$ cat src/rtl/fitness_evaluator.sv
// Sweeps every input vector through an external evolved-circuit evaluator
// and counts the output bits that agree with a captured truth table.
module fitness_evaluator #(
  parameter  int IN  = 4,
  parameter  int OUT = 2,
  localparam int N   = 2 ** IN,
  localparam int TW  = N * OUT,
  localparam int FW  = $clog2(TW + 1)
) (
  input  logic          clk,
  input  logic          rst,
  input  logic          start,
  input  logic          abort,
  input  logic [TW-1:0] target,
  output logic [IN-1:0] circ_inp,
  input  logic [OUT-1:0] circ_out,
  output logic          busy,
  output logic          done,
  output logic [FW-1:0] fitness,
  output logic          perfect
);

  typedef enum logic [1:0] {
    IDLE,
    SWEEP,
    FINISH
  } state_e;

  state_e        state_q, state_d;
  logic [IN-1:0] cnt_q, cnt_d;
  logic [FW-1:0] acc_q, acc_d;
  logic [FW-1:0] fit_q, fit_d;
  logic [TW-1:0] tgt_q, tgt_d;
  logic          done_q, done_d;

  logic [OUT-1:0] tbl [N];
  logic [OUT-1:0] entry;
  logic [FW-1:0]  match;

  for (genvar g = 0; g < N; g++) begin : g_tbl
    assign tbl[g] = tgt_q[g*OUT +: OUT];
  end

  always_ff @(posedge clk or posedge rst) begin
    if (rst) begin
      state_q <= IDLE;
      cnt_q   <= '0;
      acc_q   <= '0;
      fit_q   <= '0;
      tgt_q   <= '0;
      done_q  <= 1'b0;
    end else begin
      state_q <= state_d;
      cnt_q   <= cnt_d;
      acc_q   <= acc_d;
      fit_q   <= fit_d;
      tgt_q   <= tgt_d;
      done_q  <= done_d;
    end
  end

  always_comb begin
    state_d = state_q;
    unique case (state_q)
      IDLE:    if (start) state_d = SWEEP;
      SWEEP: begin
        if (abort)       state_d = IDLE;
        else if (&cnt_q) state_d = FINISH;
      end
      FINISH:  state_d = IDLE;
      default: state_d = IDLE;
    endcase
  end

  // Bits of the evaluator output that agree with table entry cnt_q.
  always_comb begin
    entry = tbl[cnt_q];
    match = '0;
    for (int i = 0; i < OUT; i++) begin
      if (circ_out[i] == entry[i]) match = match + FW'(1);
    end
  end

  always_comb begin
    cnt_d  = cnt_q;
    acc_d  = acc_q;
    fit_d  = fit_q;
    tgt_d  = tgt_q;
    done_d = 1'b0;
    unique case (state_q)
      IDLE: begin
        if (start) begin
          tgt_d = target;
          cnt_d = '0;
          acc_d = '0;
        end
      end
      SWEEP: begin
        if (abort) begin
          cnt_d = '0;
        end else begin
          cnt_d = cnt_q + IN'(1);
          acc_d = acc_q + match;
        end
      end
      FINISH: begin
        fit_d  = acc_q;
        done_d = 1'b1;
      end
      default: ;
    endcase
  end

  assign circ_inp = cnt_q;
  assign busy     = (state_q != IDLE);
  assign done     = done_q;
  assign fitness  = fit_q;
  assign perfect  = (fit_q == FW'(TW));

endmodule

$ cat config.mk
export PLATFORM = sky130hd
export DESIGN_NAME = fitness_evaluator
export DESIGN_NICKNAME = d
export VERILOG_FILES = /design/src/rtl/fitness_evaluator.sv
export SDC_FILE = /design/constraint.sdc
export NUM_CORES = 1
export LEC_CHECK = 0
export ABC_AREA = 1
export CAP_MARGIN = 20
export CORE_ASPECT_RATIO = 1.25
export CORE_UTILIZATION = 46
export CTS_BUF_LIST = sky130_fd_sc_hd__clkbuf_16
export CTS_CLUSTER_SIZE = 20
export DETAILED_ROUTE_END_ITERATION = 8
export GPL_ROUTABILITY_DRIVEN = 0
export MAX_ROUTING_LAYER = met4
export PLACE_DENSITY = 0.73
export RECOVER_POWER = 100
export SLEW_MARGIN = 20
export SYNTH_ARGS = -nofsm -noshare
export SYNTH_HDL_FRONTEND = slang
export SYNTH_SLANG_ARGS = --single-unit
$ cat constraint.sdc
create_clock -name clk -period 2.3 [get_ports clk]
set_clock_uncertainty 0.2 [all_clocks]
set_input_delay 0.345 -clock clk [delete_from_list [all_inputs] [get_ports clk]]
set_output_delay 0.345 -clock clk [all_outputs]
set_load 0.05 [all_outputs]
-- Word level (Yosys, flattened, before mapping)
Index checks and enable logic that the tools add are counted.
- order comparisons: 1
- bitwise operators: 1
- mux-type cells: 16
- equal/unequal tests: 8
- reduce and logical (&&, ||, !) cells: 8
- add/sub/neg operators: 3
- operator list (kind ; count):
    two-way mux 6 bit ; 3
    one-hot mux 6 bit (2 select lines) ; 1
    two-way mux 2 bit ; 5
    binary-select mux 2 bit (select 4 bit) ; 1
    two-way mux 4 bit ; 2
    one-hot mux 4 bit (2 select lines) ; 1
    adder 6 x 1 -> 6 bit, second input constant ; 1
    adder 6 bit ; 1
    equality test 6 bit, second input constant ; 1
    AND reduction 2 bit ; 3
    >= comparator 5 bit, second input constant ; 1
    inverter 4 -> 5 bit ; 1
    adder 4 x 1 -> 4 bit, second input constant ; 1
    != test 2 bit, second input constant ; 2
    one-hot mux 2 bit (2 select lines) ; 1
    AND reduction 4 bit ; 1
    nonzero test 2 bit ; 2
    != test 3 bit, second input constant ; 1
    AND reduction 3 bit ; 1
    equality test 1 bit ; 2
    equality test 2 x 1 -> 1 bit, second input constant ; 1
    equality test 2 bit, second input constant ; 1
    logical NOT 2 bit ; 1
    two-way mux 1 bit ; 2
- output and inout port bits: 13
- flip-flop bits (word level): 51
- input port bits: 38

-- Longest topological paths before layout
- depth after elaboration: 11
- mapped depth: 20

-- Worst setup path after synthesis
OpenSTA, ideal clock, no wires.
- kind: register to register
- start point: reg cnt_q[0] (netlist: circ_inp[0])
- end point: reg acc_q[4]
- data arrival time: 2556 ps
- stages on the path, launching flop included: 20
- clock period less this slack: 2877 ps
- buffers on the path: 2
- path slack: -577 ps
- cell sequence: dfrtp_1 buf_6 inv_4 buf_6 nand2_1 nand3_1 nand2_1 inv_1 nand3_1 nand2_1 nand2_1 nand2_1 ha_1 ha_1 inv_1 fa_1 inv_1 nand4_1 nand4_1 o21ai_1
- word-level cells in the longest chain between the ends: 11
- elaborated cells between the ends (all ways): 12
- those cells by class: add/sub (2); eq/ne (2); mux (7); bitwise (1)
- RTL lines (element ; line ; RTL):
    from (decl) ; 30 ; logic [IN-1:0] cnt_q, cnt_d;
    from (signal assigned) ; 54 ; cnt_q <= cnt_d;
    inverter 4 -> 5 bit (not written as such) * ; 77 ; entry = tbl[cnt_q];
    binary-select mux 2 bit (select 4 bit) * ; 77 ;
    two-way mux 2 bit (not written as such) * (2 in series) ; 77 ;
    equality test 1 bit ; 80 ; if (circ_out[i] == entry[i]) match = match + FW'(1);
    two-way mux 1 bit ; 80 ;
    adder 6 x 1 -> 6 bit ; 80 ;
    two-way mux 6 bit * ; 80 ;
    adder 6 bit * ; 103 ; acc_d = acc_q + match;
    two-way mux 6 bit * ; 99 ; if (abort) begin
    one-hot mux 6 bit (2 select lines) * ; 90 ; unique case (state_q)
    to (signal assigned) ; 48 ; acc_q <= '0;
    to (signal assigned) ; 55 ; acc_q <= acc_d;
    to (decl) ; 31 ; logic [FW-1:0] acc_q, acc_d;
Every way passes the cells marked *; elsewhere a longest branch is shown, timed or not. The select of a mux whose other input is x is not followed.
A chain may end at the register's enable or synchronous reset.

-- Worst setup path after layout
- start point: reg cnt_q[1] (netlist: circ_inp[1])
- end point: reg acc_q[4]
The elaborated chain is that of the path after synthesis.

==> results_dict.tcl <==
set metrics [dict create \
    slew_violations 0 \
    slew_headroom_pct 18.0 \
    routed.top_layer "met4" \
    setup_viol 4 \
    io_pins 51 \
    ant_nets 0 \
    grt_max_degree 52 \
    cts_sinks 51 \
    met1Wirelength_um 2400 \
    drc_errors 0 \
    yosys_warnings 0 \
    worst-setup-path-type "flop to flop" \
    crit_arrival_ns 2.57 \
    rsz0062_at_grt "true" \
    period_minus_slack_ns 2.59 \
    initial_core_util_pct 48.9 \
    synthFlopType "dfrtp_1" \
    fp-row-count 29 \
    area_growth_pct 33.5 \
    grt-ovfl-total 0 \
    wl_met2_um 2850 \
    fillers 460 \
    clk_path_buf_depth 2 \
    ys_types 27 \
    cp-start-kind "flop" \
    fin_crit_sh_pct 113 \
    firstDrtPassIters 4 \
    drt_iter0_markers 148 \
    grt.total_usage_pct 23.2 \
    wl_per_cell_um 12.3 \
    synth_area_um2 2550 \
    cts_root_buf "clkbuf_16" \
    synth_edf_count 0 \
    clkTransAtPathRegs_ns 0.07 \
    htree_levels 2 \
    io_buffers 50 \
    antenna_found_initial 0 \
    ctsHoldBuffers 0 \
    fmax_ghz 0.386 \
    num_vias 2300 \
    synth_nets 372 \
    hold_viol 0 \
    synthMostInstantiatedCell "nand2_1" \
    coreArea_um2 5230 \
    netlist_top_cells_count "139 x nand2_1, 51 x dfrtp_1, 30 x inv_1, 20 x nand3_1, 20 x o21ai_1" \
    leakagePower_nw 1.69 \
    synth.area.top_cells "dfrtp_1 50%, nand2_1 20%, inv_1 4.4%" \
    wirelength_um 5610 \
    nets 436 \
    worst_slew_pin_slew_ns 1.23 \
    drv_cap 0 \
    synthArstFlopShare_pct 100 \
    cp-end-kind "flop" \
    grt_pass1_wl_um 9940 \
    path_max_fanout 5 \
    fin_ws_ns -0.291 \
    place_ws_ns -0.283 \
    die_h_um 85.3 \
    p_per_area_nw_per_um2 948 \
    dpl.cell_count 447 \
    cts_made_buffers 5 \
    synth_top_area_cell "dfrtp_1" \
    cp.required_ns 2.28 \
    syn_avg_cell_area_um2 7.76 \
    postSynthCellCount 329 \
    max_stage_delay_ns 0.44 \
    antenna_cells_inserted 0 \
    netlist.area_leader.share_pct 50.0 \
    ys_ff_latch 51 \
    clk_latency_ns 0.29 \
    path_delay_family "adder cells" \
    crit_top_cell "nand2_1" \
    cp_cell_sequence "buf_4, buf_12, o211ai_1, nand3_1, nand2_1, nand2_1, nand2_1, nand2_2, ha_4, ha_4, inv_2, fa_2, inv_2, nand4_1, nand4_1, o21ai_1" \
    instances_no_fill 456 \
    dr_wl_met3_um 245 \
    cp_slowest_cell "dfrtp_2" \
    crit_buf_inv 4 \
    violations "setup timing" \
    grt_pass1_vias 2395 \
    avgViaCountPerCell 5.04 \
    die_w_um 68.6 \
    cts_tree "done" \
    drive_gt1_share_pct 12.7 \
    dp_hpwl_um 4200 \
    seq_area_um2 1280 \
    ir_drop_uv 472 \
    die-area_um2 5860 \
    multi_input_area_um2 1110 \
    status "finished, violations left" \
    hold_path.class "flop to flop" \
    yosysSeqAreaShare_pct 50.0 \
]
==> layer usage <==
| layer | vias up | global-route usage (%) |
|---|---|---|
| met2 | 61 | 37.8 |
| met4 | 0 | 10.4 |
| met1 | 1075 | 27.1 |
| met5 | - | - |
| met3 | 10 | 4.17 |
| li1 | 1154 | - |
==> flip-flops by register name, indices dropped and copies added, names as in the netlist <==
signal    count
tgt_q        32
state_q       2
done          1
acc_q         6
fitness       6
circ_inp      4
==> worst paths after layout <==
path,from,endpoint,slack [ns],cells after the start
min reg2reg,tgt_q[10]$_DFFE_PP0P_,tgt_q[10]$_DFFE_PP0P_,0.28,2
min in group asynchronous,rst,tgt_q[10]$_DFFE_PP0P_,0.71,3
max in group asynchronous,rst,circ_inp[2]$_DFFE_PP0P_,0.36,3
min,tgt_q[10]$_DFFE_PP0P_,tgt_q[10]$_DFFE_PP0P_,0.28,2
max reg2reg,circ_inp[1]$_DFFE_PP0P_,acc_q[4]$_DFFE_PP0P_,-0.29,16
max,circ_inp[1]$_DFFE_PP0P_,acc_q[4]$_DFFE_PP0P_,-0.29,16
==> stage by stage <==
stage	setup TNS (ns)	instance area (µm²)	hold slack [ns]	util [%]	power (mW)
after floorplan	-1.13	2610	0.249	-	2.04
after global placement	-0.554	3280	0.262	62.7	2.39
after detailed placement	-0.748	3280	0.265	62.7	2.44
after CTS	-0.873	3450	0.235	66.0	3.27
after global routing	-1.51	3410	0.302	65.3	3.47
final	-0.789	3410	0.285	65.3	3.23
==> layout make-up <==
type / instances / area share, %
clock buffers: 5 / 3.67
multi-input cells: 230 / 32.4
clock inverters: 3 / 1.14
well taps: 62 / 2.28
repair buffers: 67 / 18.6
inverters: 38 / 4.37
flip-flops and latches: 51 / 37.5
==> cells in the final DEF (no fill, tap or decap), types with 2 or more instances in the layout <==
master / synthesis / routed
buf_12: 0 / 2
clkbuf_2: 0 / 2
clkbuf_16: 0 / 5
inv_1: 30 / 28
clkbuf_1: 2 / 2
nand2_1: 139 / 139
inv_4: 2 / 2
nor2_4: 1 / 2
clkdlybuf4s50_1: 0 / 35
clkinv_1: 1 / 2
a21oi_1: 8 / 7
nand4_1: 4 / 4
buf_4: 0 / 14
inv_2: 5 / 6
clkinv_2: 0 / 2
o21ai_0: 6 / 15
nor3_1: 5 / 4
dfrtp_2: 0 / 3
nor2_1: 13 / 12
nand3_1: 20 / 21
dlygate4sd3_1: 0 / 12
nand2_2: 2 / 2
dfrtp_1: 51 / 48
ha_4: 0 / 3
o21ai_1: 20 / 11
==> worst register-to-register path: cells and delay by family (launching register included) <==
family	cells	cell delay [ns]
buf+inv	4	0.39
fa+ha+maj	3	0.76
flops	1	0.44
compound gates	2	0.14
simple gates	7	0.54
==> timing repair <==
action / in CTS / in global routing
cloned: 0 / 0
endpoints found under the setup margin: 4 / 6
resized for setup: 1 / 6
pin swaps: 0 / 3
buffers inserted: 1 / 0
==> logic make-up (layout without fill, tap and decap cells) <==
kind of cell | count (synthesis) | in the layout | synth area share (%)
flops | 51 | 51 | 50.0
buf+inv | 48 | 113 | 8.62
fa+ha+maj | 5 | 5 | 2.74
simple gates | 188 | 188 | 31.2
compound gates | 37 | 37 | 7.50
==> power breakdown <==
| group | total, mW | internal, mW | switching [mW] |
|---|---|---|---|
| sequential | 1.17 | 1.06 | 0.113 |
| combinational | 1.24 | 0.535 | 0.706 |
| clock | 0.819 | 0.507 | 0.311 |
(Power assumes the default switching activity.)
